[src/rtl/hazard_forwarding_unit_if.sv]
// Hazard/forwarding unit signal bundle: ID/EX/MEM/WB pipeline status in,
// stall, hold, flush and operand-forwarding controls out.
interface hazard_forwarding_unit_if #(
  parameter int CNT_W = 16
);
  logic [4:0]       rs_ID;
  logic [4:0]       rt_ID;
  logic             id_uses_rs;
  logic             id_uses_rt;
  logic             id_mdu;
  logic             id_reads_hilo;
  logic [4:0]       WriteDestination_EX;
  logic [4:0]       WriteDestination_MEM;
  logic [4:0]       WriteDestination_WB;
  logic             ex_reg_write;
  logic             mem_reg_write;
  logic             wb_reg_write;
  logic             ex_load;
  logic             mdu_start_EX;
  logic             branch_taken_ID;
  logic             mem_busy;
  logic             pc_le;
  logic             ifid_le;
  logic             ifid_flush;
  logic             idex_bubble;
  logic             pipe_hold;
  logic [1:0]       fwd_a_sel;
  logic [1:0]       fwd_b_sel;
  logic             mdu_busy;
  logic             mdu_err;
  logic [CNT_W-1:0] stall_cnt;

  modport slave (
    input  rs_ID, rt_ID, id_uses_rs, id_uses_rt, id_mdu, id_reads_hilo,
           WriteDestination_EX, WriteDestination_MEM, WriteDestination_WB,
           ex_reg_write, mem_reg_write, wb_reg_write, ex_load,
           mdu_start_EX, branch_taken_ID, mem_busy,
    output pc_le, ifid_le, ifid_flush, idex_bubble, pipe_hold,
           fwd_a_sel, fwd_b_sel, mdu_busy, mdu_err, stall_cnt
  );

  modport master (
    output rs_ID, rt_ID, id_uses_rs, id_uses_rt, id_mdu, id_reads_hilo,
           WriteDestination_EX, WriteDestination_MEM, WriteDestination_WB,
           ex_reg_write, mem_reg_write, wb_reg_write, ex_load,
           mdu_start_EX, branch_taken_ID, mem_busy,
    input  pc_le, ifid_le, ifid_flush, idex_bubble, pipe_hold,
           fwd_a_sel, fwd_b_sel, mdu_busy, mdu_err, stall_cnt
  );
endinterface

[src/rtl/hazard_forwarding_unit.sv]
// Pipeline hazard detection and operand forwarding for a 5-stage MIPS-style
// core, with a small FSM tracking occupancy of the multi-cycle mult/div unit.
module hazard_forwarding_unit #(
  parameter int MDU_LAT    = 4,
  parameter int DELAY_SLOT = 1,
  parameter int CNT_W      = 16
) (
  input  logic                   clk,
  input  logic                   reset,
  hazard_forwarding_unit_if.slave bus
);

  typedef enum logic {RUN = 1'b0, MDU_BUSY = 1'b1} state_t;

  localparam logic [3:0] MDU_CNT_INIT = 4'(MDU_LAT - 1);

  state_t           state_q;
  logic [3:0]       mdu_cnt_q;
  logic             mdu_err_q;
  logic [CNT_W-1:0] stall_cnt_q;
  logic [CNT_W-1:0] stall_cnt_d;

  logic busy;
  logic load_use;
  logic mdu_haz;
  logic pc_le, ifid_le, ifid_flush, idex_bubble, pipe_hold;
  logic [1:0] fwd_a, fwd_b;

  // A stage supplies an operand only if it writes a non-zero register equal to the source.
  function automatic logic stage_hit(input logic we, input logic [4:0] dst,
                                     input logic [4:0] src);
    return we && (dst != 5'd0) && (dst == src);
  endfunction

  // Youngest producer wins; a load still in EX has no data yet, so it is skipped.
  function automatic logic [1:0] fwd_sel(input logic [4:0] src);
    if (stage_hit(bus.ex_reg_write && !bus.ex_load, bus.WriteDestination_EX, src))
      return 2'b01;
    else if (stage_hit(bus.mem_reg_write, bus.WriteDestination_MEM, src))
      return 2'b10;
    else if (stage_hit(bus.wb_reg_write, bus.WriteDestination_WB, src))
      return 2'b11;
    else
      return 2'b00;
  endfunction

  assign busy = (state_q == MDU_BUSY);

  assign load_use = bus.ex_load && bus.ex_reg_write && (bus.WriteDestination_EX != 5'd0) &&
                    ((bus.id_uses_rs && (bus.rs_ID == bus.WriteDestination_EX)) ||
                     (bus.id_uses_rt && (bus.rt_ID == bus.WriteDestination_EX)));

  assign mdu_haz = (bus.id_mdu || bus.id_reads_hilo) && (busy || bus.mdu_start_EX);

  // Stall/hold/flush priority: memory wait freezes everything, then ID hazards, then normal flow.
  always_comb begin
    pc_le       = 1'b0;
    ifid_le     = 1'b0;
    ifid_flush  = 1'b0;
    idex_bubble = 1'b0;
    pipe_hold   = 1'b0;
    fwd_a       = 2'b00;
    fwd_b       = 2'b00;
    if (reset) begin
      fwd_a = fwd_sel(bus.rs_ID);
      fwd_b = fwd_sel(bus.rt_ID);
      if (bus.mem_busy) begin
        pipe_hold = 1'b1;
      end else if (load_use || mdu_haz) begin
        idex_bubble = 1'b1;
      end else begin
        pc_le      = 1'b1;
        ifid_le    = 1'b1;
        ifid_flush = (DELAY_SLOT == 0) && bus.branch_taken_ID;
      end
    end
  end

  // MDU occupancy FSM: busy for MDU_LAT cycles after a start; a start while busy is a protocol error.
  always_ff @(posedge clk or negedge reset) begin
    if (!reset) begin
      state_q   <= RUN;
      mdu_cnt_q <= 4'd0;
      mdu_err_q <= 1'b0;
    end else begin
      case (state_q)
        RUN: begin
          if (bus.mdu_start_EX && !pipe_hold) begin
            state_q   <= MDU_BUSY;
            mdu_cnt_q <= MDU_CNT_INIT;
          end
        end
        MDU_BUSY: begin
          if (bus.mdu_start_EX) mdu_err_q <= 1'b1;
          if (mdu_cnt_q == 4'd0) begin
            state_q <= RUN;
          end else begin
            mdu_cnt_q <= mdu_cnt_q - 4'd1;
          end
        end
        default: state_q <= RUN;
      endcase
    end
  end

  // Saturating count of cycles in which the PC did not advance.
  always_comb begin
    stall_cnt_d = stall_cnt_q;
    if (!pc_le && (stall_cnt_q != {CNT_W{1'b1}})) stall_cnt_d = stall_cnt_q + 1'b1;
  end

  // Stall counter register.
  always_ff @(posedge clk or negedge reset) begin
    if (!reset) stall_cnt_q <= '0;
    else        stall_cnt_q <= stall_cnt_d;
  end

  assign bus.pc_le       = pc_le;
  assign bus.ifid_le     = ifid_le;
  assign bus.ifid_flush  = ifid_flush;
  assign bus.idex_bubble = idex_bubble;
  assign bus.pipe_hold   = pipe_hold;
  assign bus.fwd_a_sel   = fwd_a;
  assign bus.fwd_b_sel   = fwd_b;
  assign bus.mdu_busy    = busy;
  assign bus.mdu_err     = mdu_err_q;
  assign bus.stall_cnt   = stall_cnt_q;

endmodule

[src/flat_wrapper.sv]
// flat-port wrapper written by rule: the top's interface ports become plain ports
module hazard_forwarding_unit_flat 
#(
  parameter int MDU_LAT    = 4,
  parameter int DELAY_SLOT = 1,
  parameter int CNT_W      = 16
)
  (clk, reset, bus_rs_ID, bus_rt_ID, bus_id_uses_rs, bus_id_uses_rt, bus_id_mdu, bus_id_reads_hilo, bus_WriteDestination_EX, bus_WriteDestination_MEM, bus_WriteDestination_WB, bus_ex_reg_write, bus_mem_reg_write, bus_wb_reg_write, bus_ex_load, bus_mdu_start_EX, bus_branch_taken_ID, bus_mem_busy, bus_pc_le, bus_ifid_le, bus_ifid_flush, bus_idex_bubble, bus_pipe_hold, bus_fwd_a_sel, bus_fwd_b_sel, bus_mdu_busy, bus_mdu_err, bus_stall_cnt);
  hazard_forwarding_unit_if #(.CNT_W(CNT_W)) bus_i ();
  input  logic clk;
  input  logic reset;
  input wire logic [$bits(bus_i.rs_ID)-1:0] bus_rs_ID;
  input wire logic [$bits(bus_i.rt_ID)-1:0] bus_rt_ID;
  input wire logic [$bits(bus_i.id_uses_rs)-1:0] bus_id_uses_rs;
  input wire logic [$bits(bus_i.id_uses_rt)-1:0] bus_id_uses_rt;
  input wire logic [$bits(bus_i.id_mdu)-1:0] bus_id_mdu;
  input wire logic [$bits(bus_i.id_reads_hilo)-1:0] bus_id_reads_hilo;
  input wire logic [$bits(bus_i.WriteDestination_EX)-1:0] bus_WriteDestination_EX;
  input wire logic [$bits(bus_i.WriteDestination_MEM)-1:0] bus_WriteDestination_MEM;
  input wire logic [$bits(bus_i.WriteDestination_WB)-1:0] bus_WriteDestination_WB;
  input wire logic [$bits(bus_i.ex_reg_write)-1:0] bus_ex_reg_write;
  input wire logic [$bits(bus_i.mem_reg_write)-1:0] bus_mem_reg_write;
  input wire logic [$bits(bus_i.wb_reg_write)-1:0] bus_wb_reg_write;
  input wire logic [$bits(bus_i.ex_load)-1:0] bus_ex_load;
  input wire logic [$bits(bus_i.mdu_start_EX)-1:0] bus_mdu_start_EX;
  input wire logic [$bits(bus_i.branch_taken_ID)-1:0] bus_branch_taken_ID;
  input wire logic [$bits(bus_i.mem_busy)-1:0] bus_mem_busy;
  output wire logic [$bits(bus_i.pc_le)-1:0] bus_pc_le;
  output wire logic [$bits(bus_i.ifid_le)-1:0] bus_ifid_le;
  output wire logic [$bits(bus_i.ifid_flush)-1:0] bus_ifid_flush;
  output wire logic [$bits(bus_i.idex_bubble)-1:0] bus_idex_bubble;
  output wire logic [$bits(bus_i.pipe_hold)-1:0] bus_pipe_hold;
  output wire logic [$bits(bus_i.fwd_a_sel)-1:0] bus_fwd_a_sel;
  output wire logic [$bits(bus_i.fwd_b_sel)-1:0] bus_fwd_b_sel;
  output wire logic [$bits(bus_i.mdu_busy)-1:0] bus_mdu_busy;
  output wire logic [$bits(bus_i.mdu_err)-1:0] bus_mdu_err;
  output wire logic [$bits(bus_i.stall_cnt)-1:0] bus_stall_cnt;
  assign bus_i.rs_ID = bus_rs_ID;
  assign bus_i.rt_ID = bus_rt_ID;
  assign bus_i.id_uses_rs = bus_id_uses_rs;
  assign bus_i.id_uses_rt = bus_id_uses_rt;
  assign bus_i.id_mdu = bus_id_mdu;
  assign bus_i.id_reads_hilo = bus_id_reads_hilo;
  assign bus_i.WriteDestination_EX = bus_WriteDestination_EX;
  assign bus_i.WriteDestination_MEM = bus_WriteDestination_MEM;
  assign bus_i.WriteDestination_WB = bus_WriteDestination_WB;
  assign bus_i.ex_reg_write = bus_ex_reg_write;
  assign bus_i.mem_reg_write = bus_mem_reg_write;
  assign bus_i.wb_reg_write = bus_wb_reg_write;
  assign bus_i.ex_load = bus_ex_load;
  assign bus_i.mdu_start_EX = bus_mdu_start_EX;
  assign bus_i.branch_taken_ID = bus_branch_taken_ID;
  assign bus_i.mem_busy = bus_mem_busy;
  assign bus_pc_le = bus_i.pc_le;
  assign bus_ifid_le = bus_i.ifid_le;
  assign bus_ifid_flush = bus_i.ifid_flush;
  assign bus_idex_bubble = bus_i.idex_bubble;
  assign bus_pipe_hold = bus_i.pipe_hold;
  assign bus_fwd_a_sel = bus_i.fwd_a_sel;
  assign bus_fwd_b_sel = bus_i.fwd_b_sel;
  assign bus_mdu_busy = bus_i.mdu_busy;
  assign bus_mdu_err = bus_i.mdu_err;
  assign bus_stall_cnt = bus_i.stall_cnt;
  hazard_forwarding_unit #(.MDU_LAT(MDU_LAT), .DELAY_SLOT(DELAY_SLOT), .CNT_W(CNT_W)) u_core (.clk(clk), .reset(reset), .bus(bus_i));
endmodule
[config.mk]
export PLATFORM = sky130hd
export DESIGN_NAME = hazard_forwarding_unit_flat
export DESIGN_NICKNAME = d
export VERILOG_FILES = /design/src/rtl/hazard_forwarding_unit_if.sv /design/src/rtl/hazard_forwarding_unit.sv /design/src/flat_wrapper.sv
export SDC_FILE = /design/constraint.sdc
export NUM_CORES = 1
export LEC_CHECK = 0
export ABC_AREA = 1
export BUFFER_PORTS_ARGS = -buffer_cell sky130_fd_sc_hd__buf_2
export CORE_UTILIZATION = 47
export CTS_BUF_LIST = sky130_fd_sc_hd__clkbuf_8
export CTS_CLUSTER_DIAMETER = 120
export DETAILED_ROUTE_END_ITERATION = 10
export GPL_TIMING_DRIVEN = 0
export PLACE_DENSITY = 0.87
export SLEW_MARGIN = 20
export SYNTH_ARGS = -nofsm -noshare
export SYNTH_HDL_FRONTEND = slang
export SYNTH_SLANG_ARGS = --single-unit
[constraint.sdc]
create_clock -name clk -period 1.5 [get_ports clk]
set_clock_uncertainty 0.1 [all_clocks]
set_input_delay 0.15 -clock clk [delete_from_list [all_inputs] [get_ports clk]]
set_output_delay 0.15 -clock clk [all_outputs]
set_load 0.02 [all_outputs]
Word level (Yosys, flattened, before mapping) --
Index checks and enable logic that the tools add are counted.
Operators by class: mux-type cells 22, equal/unequal tests 11, reductions and logical operators 31, bitwise gates (word level) 1, add/sub/neg operators 2
Operators with widths (number):
- $eq A5 B5 Y1 | 8
- $logic_and A1 B1 Y1 | 18
- $add A16 B1 Y16 const B | 1
- $mux W2 | 8
- $ne A16 B16 Y1 const B | 1
- $reduce_bool A5 Y1 | 3
- $mux W1 | 10
- $mux W4 | 2
- $pmux W4 S2 | 1
- $logic_not A4 Y1 | 1
- $logic_or A1 B1 Y1 | 4
- $reduce_and A2 Y1 | 2
- $sub A4 B1 Y4 const B | 1
- $logic_not A1 Y1 | 3
- $ne A2 B1 Y1 const B | 1
- $ne A2 B2 Y1 const B | 1
- $pmux W1 S2 | 1
- $not A1 Y1 | 1
Storage, ports and cells: register bits after elaboration 22, output and inout bits 27, input port bits 38

Depth between registers and ports, before layout --
word-level depth 10, gate-level depth with buffers 12, gate-level depth less buffers 11

Least setup slack after synthesis --
No wires, ideal clock.
kind register -> register, start point reg u_core.stall_cnt_q[0], in the netlist u_core.bus.stall_cnt[0], end point reg u_core.stall_cnt_q[0], in the netlist u_core.bus.stall_cnt[0], buffers on the path 1, required time 1.282 ns, stages on the path, launching flop included 8, data arrival time 1.519 ns, period minus slack after synthesis 1.737 ns, setup time 0.118 ns, slack -0.237 ns, cells stage by stage dfrtp_1 > ha_1 > nand3_2 > nor3_4 > nand3_2 > buf_2 > nand3_1 > nand2_1
On the way: cells in the longest elaborated chain, start to end 2, elaborated cells between the ends (all ways) 3, those cells by class 1 x add/sub; 1 x eq/ne; 1 x reduce/logical
Ends and longest elaborated chain:
- start: declaration | line hazard_forwarding_unit.sv:20 | logic [CNT_W-1:0] stall_cnt_q;
- start signal: assignment | line hazard_forwarding_unit.sv:115 | else stall_cnt_q <= stall_cnt_d;
- parallel branches: the longest is 2 deep, another holds $add A16 B1 Y16
Parallel ways; which one is timed is not known. A chain may end at the register's enable or synchronous reset.

Worst setup path after layout --
start point reg u_core.stall_cnt_q[1], in the netlist u_core.bus.stall_cnt[1], end point reg u_core.stall_cnt_q[2], in the netlist u_core.bus.stall_cnt[2]
The elaborated chain is that of the path after synthesis.

==> summary.md <==
| Metric | Value |
|---|---|
| Status | `finished with violations` |
| Failing checks | `negative setup slack` |
| HPWL Detailed | `between 3 and 4 mm` |
| Maxcap violations | `0` |
| Clock buffer count from CTS | `3` |
| Initial DRT Pass Iterations | `5` |
| 1st-iter DRT viols | `137` |
| Syn. warnings | `0` |
| Max VDD drop | `1230 uV` |
| Most common cell after layout, fill and taps aside | `nand2_1` |
| CP endpoint kind | `flip-flop` |
| Skew-Pair Late Insertion Delay | `0.27 ns` |
| Multi-input gate area | `1320 sq um` |
| GRT Total Usage | `30.3%` |
| Total Wirelength | `6.33 mm` |
| Register area | `557 sq um` |
| Static Leak | `0.00145 uW` |
| Mean Syn Cell Area | `roughly 7 sq um` |
| DRC errors left | `0` |
| Final TNS setup | `-2.73 ns` |
| Dpl ws | `-0.429 ns` |
| Fmax achieved | `0.594 GHz` |
| Syn Nets | `302` |
| Initial antenna violation count | `0` |
| Hold Vio Cnt, Final | `0` |
| Final Non-Filler Cells | `around 400` |
| Final Cell Area | `2830 sq um` |
| Final nets | `394` |
| Critical path's slowest cell | `dfrtp_2` |
| First-pass GRT wire length | `9.73 mm` |
| WL/cell | `15.8 um` |
| # diodes | `0` |
| Layout cell share with drive strength beyond 1 | `43.3%` |
| CTS Root Cell | `clkbuf_8` |
| Die Wd | `64.6 um` |
| Cell family with most CP delay | `simple AND/OR/NAND/NOR gates` |
| Area grow syn2layout | `53.4%` |
| P per Cell Area | `1100 nW/um^2` |
| Min Tclk post-route | `1.68 ns` |
| Fill cell count | `244` |
| Sequential share of the synthesized area | `29.9%` |
| H-tree Lvls | `1` |
| Starting density of the core | `49.6%` |
| Worst-Margin Slew | `0.511 ns` |
| Tcrit/Tclk final | `112%` |
| Finished Core Util | `76.0%` |
| WP data arrival | `approximately 1.7 ns` |
| Area of the die | `~4200 sq um` |
| Worst min path class | `input port to flip-flop` |
| Syn Inst Count | `262` |
| Max Slew Vio Count | `0` |
| Area contributors post-synth | `dfrtp_1 (30%), nand2_1 (16%), xor2_1 (8.1%), xnor2_1 (7.6%), inv_1 (6.3%)` |
| Share of the synthesized area in the top cell type | `between 20 and 30%` |
| Largest buffer count on any clock path | `2` |
| Vias per cell | `5.41` |
| Pin count of the biggest net entering global routing | `23` |
| Crit-path cells | `ha_4 -> nand3_4 -> nor3_4 -> nand3_4 -> buf_12 -> buf_12 -> nand3_2 -> nand2_1` |
| FP Rows | `22` |
| TritonCTS clock tree | `done` |
| RSZ-0062 raised after global routing | `yes` |
| PnR worst setup slack | `-0.185 ns` |
| Most frequent cells in the layout | `nand2_1 (77), buf_2 (52), inv_1 (28)` |
| Clk slew on worst S/H paths | `0.09 ns` |
| Via Count | `2170` |
| Yosys top cell by area | `dfrtp_1` |
| Endpoints failing setup | `19` |
| Setup CP Type | `flip-flop to flip-flop` |
| CTS sink cnt | `22` |
| Total grt overflow | `0` |
| Crit path buf inv count | `2` |
| CP max stage delay | `0.42 ns` |
| Vias in the first global route | `2146` |
| Placed cell areas | `2310 sq um` |
| Worst EP required | `~1.6 ns` |
| Max-slew headroom | `65.9%` |
| Syn Std Cell Area | `1840 sq um` |
| Ports | `65` |
| Placed cells | `372` |
| Library cells used by synthesis | `30` |
| FF+latch count, synth | `22` |
| Critical Path Fanout Max | `5` |
| Core Area | `3720 sq um` |
| Die height | `64.6 um` |
| Post-route antenna net violation count | `0` |
| Crit path launch type | `flip-flop` |
| Count of input and output buffers | `62` |
| Routability cong. | `0.859` |
## stage by stage
| step | total power, uW | hold WS (ns) |
|---|---|---|
| finish | 3110 | 0.0679 |
| floorplan | 1800 | -0.246 |
| global placement | 2100 | 0.0613 |
| global route | 3250 | 0.0853 |
| detailed placement | 2150 | 0.0654 |
| CTS | 2880 | 0.0509 |
## synth_stat cells
library cell / number
a21boi_0: 1
a21o_1: 1
a21oi_1: 6
a31oi_1: 1
buf_2: 1
buf_4: 2
buf_6: 2
conb_1: 1
dfrtp_1: 22
ha_1: 2
inv_1: 31
inv_2: 3
nand2_1: 79
nand2_2: 4
nand2b_1: 1
nand3_1: 23
nand3_2: 3
nand3_4: 1
nand3b_1: 2
nand4_1: 8
nor2_1: 16
nor2_2: 3
nor2_4: 1
nor3_1: 8
nor3_2: 1
nor3_4: 2
o21ai_0: 1
o22ai_1: 3
xnor2_1: 16
xor2_1: 17
## report_power, final
group / internal, uW / switching (uW) / total [uW]
Clock: 357 / 212 / 569
Combinational: 696 / 882 / 1580
Sequential: 771 / 195 / 966
## flip-flops by register name, indices dropped and copies added, names as in the netlist
signal / cells
u_core.bus.mdu_err: 1
u_core.bus.stall_cnt: 16
u_core.bus.mdu_busy: 1
u_core.mdu_cnt_q: 4
## path summary, 6_finish.rpt
kind	slack [ns]	endpoint	from	depth (start not counted)
max in group asynchronous	0.50	u_core.bus.stall_cnt[0]$_DFFE_PN0P_	reset	3
max	-0.18	u_core.bus.stall_cnt[2]$_DFFE_PN0P_	u_core.bus.stall_cnt[1]$_DFFE_PN0P_	8
max reg2reg	-0.18	u_core.bus.stall_cnt[2]$_DFFE_PN0P_	u_core.bus.stall_cnt[1]$_DFFE_PN0P_	8
min reg2reg	0.38	u_core.mdu_cnt_q[0]$_DFFE_PN0P_	u_core.mdu_cnt_q[0]$_DFFE_PN0P_	1
min in group asynchronous	0.41	u_core.bus.stall_cnt[10]$_DFFE_PN0P_	reset	3
min	0.07	u_core.bus.mdu_err$_DFFE_PN0P_	bus_mdu_start_EX	2
## logic make-up (layout without fill, tap and decap cells)
family / count (synthesis) / count (layout) / share of synthesized area, %
AND/OR/NAND/NOR: 152 / 152 / 39.5
buffers and inverters: 39 / 130 / 9.24
XOR/XNOR: 33 / 33 / 15.7
flip-flops: 22 / 22 / 29.9
AO/OA/AOI/OAI: 13 / 13 / 4.08
adder cells (fa/ha/maj): 2 / 2 / 1.36
other: 1 / 1 / 0.204
## area by class of cell
cell class / count / share of cell area, %
Buffer: 5 / 2.44
Clock buffer: 3 / 1.46
Clock inverter: 1 / 1.06
Inverter: 34 / 4.92
Multi-Input combinational cell: 201 / 46.5
Sequential cell: 22 / 19.7
Tap cell: 48 / 2.13
Timing Repair Buffer: 87 / 21.7
## per-layer routing
layer | track usage, % | up-vias | share of wire, %
met1 | 34.7 | 1030 | 37
met2 | 56.4 | 116 | 54
met3 | 3.52 | 14 | 6.8
met4 | 11.9 | 0 | 2.0
li1 | - | 1010 | -
met5 | 0 | - | 0
## what timing repair did
item,4_1_cts,5_1_grt
endpoints found under the hold margin,22,22
cloned,2,0
gates resized for setup,30,24
endpoints found under the setup margin,24,27
hold buffers,1,1
pin swaps,23,14
buffers inserted,17,5
Power figures use the tool's default switching activity.
